`config.mk`:
```
export PLATFORM = sky130hd
export DESIGN_NAME = gpio_buttons
export DESIGN_NICKNAME = d
export VERILOG_FILES = /design/src/rtl/gpio_buttons.sv
export SDC_FILE = /design/constraint.sdc
export NUM_CORES = 1
export LEC_CHECK = 0
export ABC_AREA = 1
export CORE_ASPECT_RATIO = 1.2
export CORE_MARGIN = 5
export CORE_UTILIZATION = 51
export DETAILED_ROUTE_END_ITERATION = 8
export GPL_TIMING_DRIVEN = 0
export PLACE_DENSITY = 0.71
export SLEW_MARGIN = 20
export SYNTH_ARGS = -nofsm -noshare
export SYNTH_HDL_FRONTEND = slang
export SYNTH_SLANG_ARGS = --single-unit
```
`constraint.sdc`:
```
create_clock -name clk -period 10.6 [get_ports clk]
set_input_delay 2.12 -clock clk [delete_from_list [all_inputs] [get_ports clk]]
set_output_delay 2.12 -clock clk [all_outputs]
set_load 0.02 [all_outputs]
```
`src/rtl/gpio_buttons.sv`:
```
// gpio_buttons: debounced GPIO input port with sticky rising-edge capture and maskable irq
module gpio_buttons #(
  parameter int N_IN = 8,
  parameter int DEBOUNCE_CYCLES = 250000
) (
  input  logic            clk,
  input  logic            rst,
  input  logic            en,
  input  logic            we,
  input  logic [1:0]      addr,
  input  logic [31:0]     wdata,
  output logic [31:0]     rdata,
  input  logic [N_IN-1:0] pins,
  output logic            irq
);
  localparam int CNT_W = $clog2(DEBOUNCE_CYCLES + 1);
  logic [N_IN-1:0] s1, s2, stable, edges, irq_en, done, clr;
  logic [CNT_W-1:0] cnt [N_IN];
  logic wr, unused_wdata;
  assign wr = en & we;
  assign unused_wdata = ^wdata;
  always_ff @(posedge clk or posedge rst)
    if (rst) begin
      s1 <= '0;
      s2 <= '0;
    end else begin
      s1 <= pins;
      s2 <= s1;
    end
  always_comb
    for (int j = 0; j < N_IN; j++)
      done[j] = (s2[j] != stable[j]) && (cnt[j] == CNT_W'(DEBOUNCE_CYCLES - 1));
  always_ff @(posedge clk or posedge rst)
    if (rst) begin
      stable <= '0;
      for (int j = 0; j < N_IN; j++) cnt[j] <= '0;
    end else begin
      for (int j = 0; j < N_IN; j++)
        cnt[j] <= (s2[j] == stable[j] || done[j]) ? '0 : cnt[j] + CNT_W'(1);
      stable <= stable ^ done;
    end
  // a rise on the same edge as a W1C wins, since set is ORed after the clear
  assign clr = (wr && addr == 2'd1) ? wdata[N_IN-1:0] : '0;
  always_ff @(posedge clk or posedge rst)
    if (rst) begin
      edges  <= '0;
      irq_en <= '0;
    end else begin
      edges <= (edges & ~clr) | (done & s2);
      if (wr && addr == 2'd2) irq_en <= wdata[N_IN-1:0];
    end
  always_comb
    rdata = addr == 2'd0 ? 32'(stable) :
            addr == 2'd1 ? 32'(edges)  :
            addr == 2'd2 ? 32'(irq_en) : '0;
  assign irq = |(edges & irq_en);
endmodule

```
==> qor.csv, run 1 <==
metric,value,unit
routedWlPerCell,12.1,um
dieArea,22500,um^2
hold_violations,0,
wl,19800,um
ctsHoldBuffers,0,
antenna_left,0,
drive_gt1_share,7.01,%
total_power,1420,uW
numPortBuffers,30,
grtUsageMet1,25.8,%
yosysUniqueCellTypes,28,
met3_usage,3.08,%
clk_pin_slew,60,ps
drtIter0Drc,360,
p_sw_share,23.8,%
report.final.slew_viol_count,0,
crit_path_end_kind,primary output,
cts_tree,done,
p_int,1080,uW
busiest_layer,met2,
worst_slew_pin_slew,634,ps
hp-start,s1[1],
timing.fmax,161,MHz
crit_type,input pin to primary output,
min_path_cells,0,
ios,79,
finalCriticalPeriod,6200,ps
clock-sinks,184,
drc,0,
crit_required,8480,ps
crit_path_start_kind,input pin,
startpoint,addr[0],
overflow,0,
status,completed,
ir_worst_vdd,0.123,mV
synth_cells,1302,
ys_warn_count,0,
cts_setup_buffers,0,
r2r_cells,7,
p_seq_share,52.5,%
num_vias,8071,
via_per_inst,4.90,
chipHeight,163,um
instances_no_fill,1646,
hp-class,flop to flop,
final_core_util,57.8,%
firstDrtPassIters,5,
rsz0062_at_grt,no,
p_sw,337,uW
clockBufferDepth,2,
hold_end,s2[1],
r2r_slack,8900,ps
avgSynthCellArea,7.66,um^2
maxCapViolations,0,
dp.cells,1617,
met2_usage,30.3,%
track_usage,18.8,%
cellPowerDensity,126,nW/um^2
grt_first_pass_wirelength,34200,um
slew_headroom,57.6,%
tns,0,ps
p_comb_share,7.9,%
netlist_area,9970,um^2
ctsResizeCount,0,
start_util,51.4,%
antenna_found_initial,0,
gp_congestion,0.870,
setup_violations,0,
p_leak,0.00502,uW
r2r-end,cnt[92],
cts_max_level,4,
synth-seq-area-share,46.2,%
worstPathArrival,4080,ps
cts-root-buf,clkbuf_16,
critPathMaxFanout,8,
p_clk_share,39.6,%
ys_ff_latch,184,
r2r-start,cnt[90],
skew,8.59,ps
grt_max_degree,103,
min_period_over_period,58.5,%
cts_made_buffers,17,
hpwl,14600,um
nNetsFinal,1429,
grt_pass1_vias,7552,
num_rows,56,
syn2layout_area_growth,12.6,%
coreArea,19400,um^2
die_x,138,um
clk-insertion-delay-late,430,ps
[layer usage]
layer	vias up	share of wire, %
met4	0	1.6
met5	-	0
met3	23	4.5
li1	4169	-
met1	3744	47
met2	135	47
[Yosys cell counts]
library cell    n  area [um^2]
a21oi_1         5         25.0
a221oi_1        2         17.5
and2_1          4         25.0
buf_12          1         20.0
buf_2           1         5.00
buf_4          25          188
buf_6           6         67.6
conb_1          1         3.75
dfrtp_1       184         4600
ha_1            8          100
inv_1         120          450
inv_2           2         7.51
nand2_1       320         1200
nand2_2        10         62.6
nand2_4         2         22.5
nand3_1        91          455
nand3_2         6         60.1
nand3b_1        7         52.6
nand4_1        40          250
nor2_1        318         1190
nor2_2         12         75.1
nor2_4          5         56.3
nor3_1          2         10.0
nor3b_1         1         7.51
o21ai_0        24          120
o21bai_1       22          165
xnor2_1        17          149
xor2_1         66          578
[cells in the final DEF, fill, tap and decap left out, types with 3 or more instances in the layout]
| cell type | instances |
|---|---|
| a21oi_1 | 5 |
| and2_1 | 4 |
| buf_4 | 25 |
| buf_6 | 6 |
| clkbuf_1 | 3 |
| clkbuf_16 | 17 |
| clkbuf_8 | 3 |
| clkdlybuf4s50_1 | 30 |
| clkinv_2 | 5 |
| conb_1 | 24 |
| dfrtp_1 | 184 |
| ha_1 | 8 |
| inv_1 | 119 |
| nand2_1 | 320 |
| nand2_2 | 10 |
| nand3_1 | 91 |
| nand3_2 | 6 |
| nand3b_1 | 7 |
| nand4_1 | 40 |
| nor2_1 | 318 |
| nor2_2 | 12 |
| nor2_4 | 5 |
| o21ai_0 | 24 |
| o21bai_1 | 22 |
| xnor2_1 | 17 |
| xor2_1 | 66 |
[power by group through the flow]
stage / Sequential (uW) / Combinational [uW] / Clock, uW
finish: 744 / 111 / 560
global route: 746 / 125 / 605
CTS: 743 / 113 / 579
detailed placement: 756 / 113 / 0
global placement: 755 / 109 / 0
floorplan: 751 / 74.2 / 0
[critical path, cell delays in order]
cell             delay [ps]
clkdlybuf4s50_1         510
nor2_1                  540
nand2_1                 110
nand3_1                 170
clkdlybuf4s50_1         630
[cell families (layout without fill, tap and decap cells)]
logic type                 after synthesis  after routing  share of synthesized area [%]
AOI/OAI and AO/OA                       53             53                           3.29
xor gates and xnor gates                83             83                           7.29
adders and majority gates                8              8                           1.00
buffers and inverters                  155            214                           7.40
DFF                                    184            184                           46.2
other                                    1             25                         0.0376
and+or+nand+nor                        818            818                           34.8
[per-stage QoR]
step                      cell area, um^2  hold WS, ps  setup WS (ps)
after floorplan                     10100          331           3480
after global placement              10700          335           1000
after detailed placement            10700          336           4370
after CTS                           11200          350           4360
after global routing                11200          354           4260
final                               11200          348           4400
[sequential cells by signal, indices dropped and copies added (netlist names), named ones only]
name    flops
irq_en      8
edges       8
s1          8
cnt       144
s2          8
[worst max path at each step]
| stage | to | cells after the start | slack, ps |
|---|---|---|---|
| after global placement | cnt[32] | 2 | 1000 |
| final | rdata[5] | 5 | 4400 |
| after detailed placement | rdata[7] | 5 | 4370 |
| after global routing | rdata[7] | 5 | 4260 |
| after floorplan | async pin | 1 | 3480 |
| after CTS | rdata[5] | 5 | 4360 |
[layout make-up]
type	count	area [um^2]
diodes	1	2.50
multi-input cells	986	4720
inverters	122	465
plain buffers	33	280
repair buffers	31	328
clock inverters	5	25.0
well taps	261	327
flip-flops and latches	184	4600
clock buffers	23	478
fillers	1828	8180
(Power assumes the default switching activity.)
==> run 2, diff against run 1 <==
--- a/config.mk
+++ b/config.mk
@@ -11,7 +11,7 @@
 export CORE_UTILIZATION = 51
 export DETAILED_ROUTE_END_ITERATION = 8
 export GPL_TIMING_DRIVEN = 0
-export PLACE_DENSITY = 0.71
+export PLACE_DENSITY = 0.74
 export SLEW_MARGIN = 20
 export SYNTH_ARGS = -nofsm -noshare
 export SYNTH_HDL_FRONTEND = slang
==> constraint.sdc (replaced) <==
create_clock -name clk -period 5.1 [get_ports clk]
set_input_delay 1.02 -clock clk [delete_from_list [all_inputs] [get_ports clk]]
set_output_delay 1.02 -clock clk [all_outputs]
set_load 0.02 [all_outputs]
==> run 2 against run 1 <==
  * Clock-buffer cell count decreased by 4
  * Total power increased by 120%
  * First-iteration DRC count increased by 18%
  * Cell area increased by 1.8%
  * Clock skew about the same
  * Critical endpoint is now rdata[7]
  * Largest cell class unchanged
  * Largest power group unchanged
==> qor.csv, run 2 (synthesis results as in run 1) <==
metric,value,unit,change
antenna_cells,0,,-1
startpoint,addr[0],,
max_stage_delay,630,ps,about the same
r2r_cells,7,,unchanged
layout_common_cells,"320 x nand2_1, 318 x nor2_1, 184 x dfrtp_1",,
ir_worst_vdd,0.244,mV,+99%
largest_reg_flops,144,,unchanged
antenna_found_initial,0,,unchanged
drive_gt1_share,7.82,%,+0.82 points
die_x,138,um,unchanged
setup_violations,0,,unchanged
r2r-start,cnt[126],,
hold_end,s2[5],,
nNetsFinal,1434,,+0.35%
routedWlPerCell,11.9,um,-1.0%
crit_type,input pin to primary output,,
min_path_cells,0,,unchanged
crit_family,buffers and inverters,,
syn2layout_area_growth,14.5,%,
grt_max_degree,35,,-66%
seq_area,4600,um^2,unchanged
largest-register,cnt,,
skew,9.05,ps,+0.457 ps
cts_setup_buffers,0,,unchanged
clk_pin_slew,60,ps,about the same
ctsResizeCount,0,,unchanged
hp-class,flop to flop,,
hp-start,s1[5],,
track_usage,19.1,%,+0.28 points
holdWs,348,ps,+0.477 ps
dieArea,22500,um^2,unchanged
worstPathArrival,3020,ps,-1060 ps
p_leak,0.00511,uW,+1.7%
slowest_stage,clkdlybuf4s50_1,,
hold_violations,0,,unchanged
timing.fmax,248,MHz,
crit_required,4080,ps,-4400 ps
firstDrtPassIters,6,,+1
cts_max_level,4,,unchanged
maxCapViolations,0,,unchanged
grt_pass1_vias,7751,,+2.6%
critPathMaxFanout,8,,unchanged
finalCriticalPeriod,4040,ps,
tns,0,ps,unchanged
cts_tree,done,,
worst_slew_pin_slew,693,ps,+59.0 ps
ios,79,,unchanged
multi_input_area,4720,um^2,unchanged
cellPowerDensity,274,nW/um^2,+120%
path_cells,clkdlybuf4s50_1 > nor2_1 > nand2_1 > nand3_1 > clkdlybuf4s50_1,,
wl,19700,um,-0.53%
report.final.slew_viol_count,0,,unchanged
num_rows,56,,unchanged
finalInstanceArea,11400,um^2,+1.8%
clock-sinks,184,,unchanged
drtIter0Drc,423,,+18%
ctsHoldBuffers,0,,unchanged
crit_path_start_kind,input pin,,
cts_made_buffers,17,,unchanged
status,completed,,
start_util,51.4,%,unchanged
hpwl,14800,um,+1.9%
crit_top_cell,clkdlybuf4s50_1,,
numPortBuffers,30,,unchanged
chipHeight,163,um,unchanged
clk-insertion-delay-late,430,ps,about the same
grt_first_pass_wirelength,34800,um,+1.8%
antenna_left,0,,unchanged
slew_headroom,53.6,%,-4.0 points
min_period_over_period,79.2,%,
crit_path_end_kind,primary output,,
r2r-end,cnt[130],,
cts-root-buf,clkbuf_16,,
via_per_inst,4.88,,-0.42%
total_power,3120,uW,+120%
overflow,0,,unchanged
r2r_slack,3350,ps,-5550 ps
final_common_cell,nand2_1,,
cp_num_buf_inv,2,,unchanged
coreArea,19400,um^2,unchanged
num_vias,8076,,+0.062%
placed_area,10800,um^2,+0.90%
gp_congestion,0.892,,+2.5%
fillers,1707,,-6.6%
drc,0,,unchanged
rsz0062_at_grt,no,,
clockBufferDepth,2,,unchanged
==> run 2: worst max path at each step <==
stage | end | slack (ps) | cells past startpoint
6_report | rdata[7] | 1060 | 5
5_1_grt | rdata[7] | 980 | 5
4_1_cts | rdata[7] | 1080 | 5
3_5_place_dp | rdata[7] | 1080 | 5
3_3_place_gp | cnt[110] | 230 | 2
2_1_floorplan | async pin | 1720 | 1
==> run 2: per-stage QoR <==
step	cells	worst slack (ps)	utilization, %
2_1_floorplan	1325	1720	-
3_3_place_gp	1616	230	55.1
3_5_place_dp	1622	1080	55.7
4_1_cts	1654	1080	58.9
5_1_grt	1654	984	58.9
6_report	1654	1060	58.9
==> run 2: layer usage <==
metal  global-route usage [%]  wire length (um)  vias up
met5                        0                 0        -
met4                     5.90               310        0
met3                     3.82               906       21
met2                     31.8              9520      143
met1                     24.9              9010     3717
li1                         -                 -     4195
==> run 2: cell type report <==
type                    count  share of cell area (%)
multi-input cells         986                    41.3
flip-flops and latches    184                    40.3
repair buffers             36                    3.75
well taps                 261                    2.86
clock buffers              19                    3.96
clock inverters            13                    1.34
plain buffers              33                    2.45
inverters                 122                    4.04
==> run 2: worst reg2reg max path: stages (launching register included) <==
cell     delay, ps
dfrtp_1        430
ha_1           240
nand3_1        190
nor2_1         260
nand2_1        140
nand2_2        160
buf_6          170
nor2_1          50
==> run 2: power by group <==
part	switching (uW)	internal [uW]	leakage [uW]
clock	551	793	0.000298
combinational	139	98.0	0.00232
sequential	39.8	1500	0.00249
total	730	2400	0.00511
==> run 3, diff against run 2 <==
==> constraint.sdc (replaced) <==
create_clock -name clk -period 3.5 [get_ports clk]
set_input_delay 0.7 -clock clk [delete_from_list [all_inputs] [get_ports clk]]
set_output_delay 0.7 -clock clk [all_outputs]
set_load 0.02 [all_outputs]
==> results of run 3 <==
Same layout as run 2 (identical final DEF). Status: completed.
Main changes from that run: setup slack after placement 1080 ps -> 123 ps; setup slack after layout 1060 ps -> 101 ps; register-to-register setup slack 3350 ps -> 1750 ps; total power 3120 uW -> 4550 uW; worst IR drop on VDD 0.244 mV -> 0.356 mV
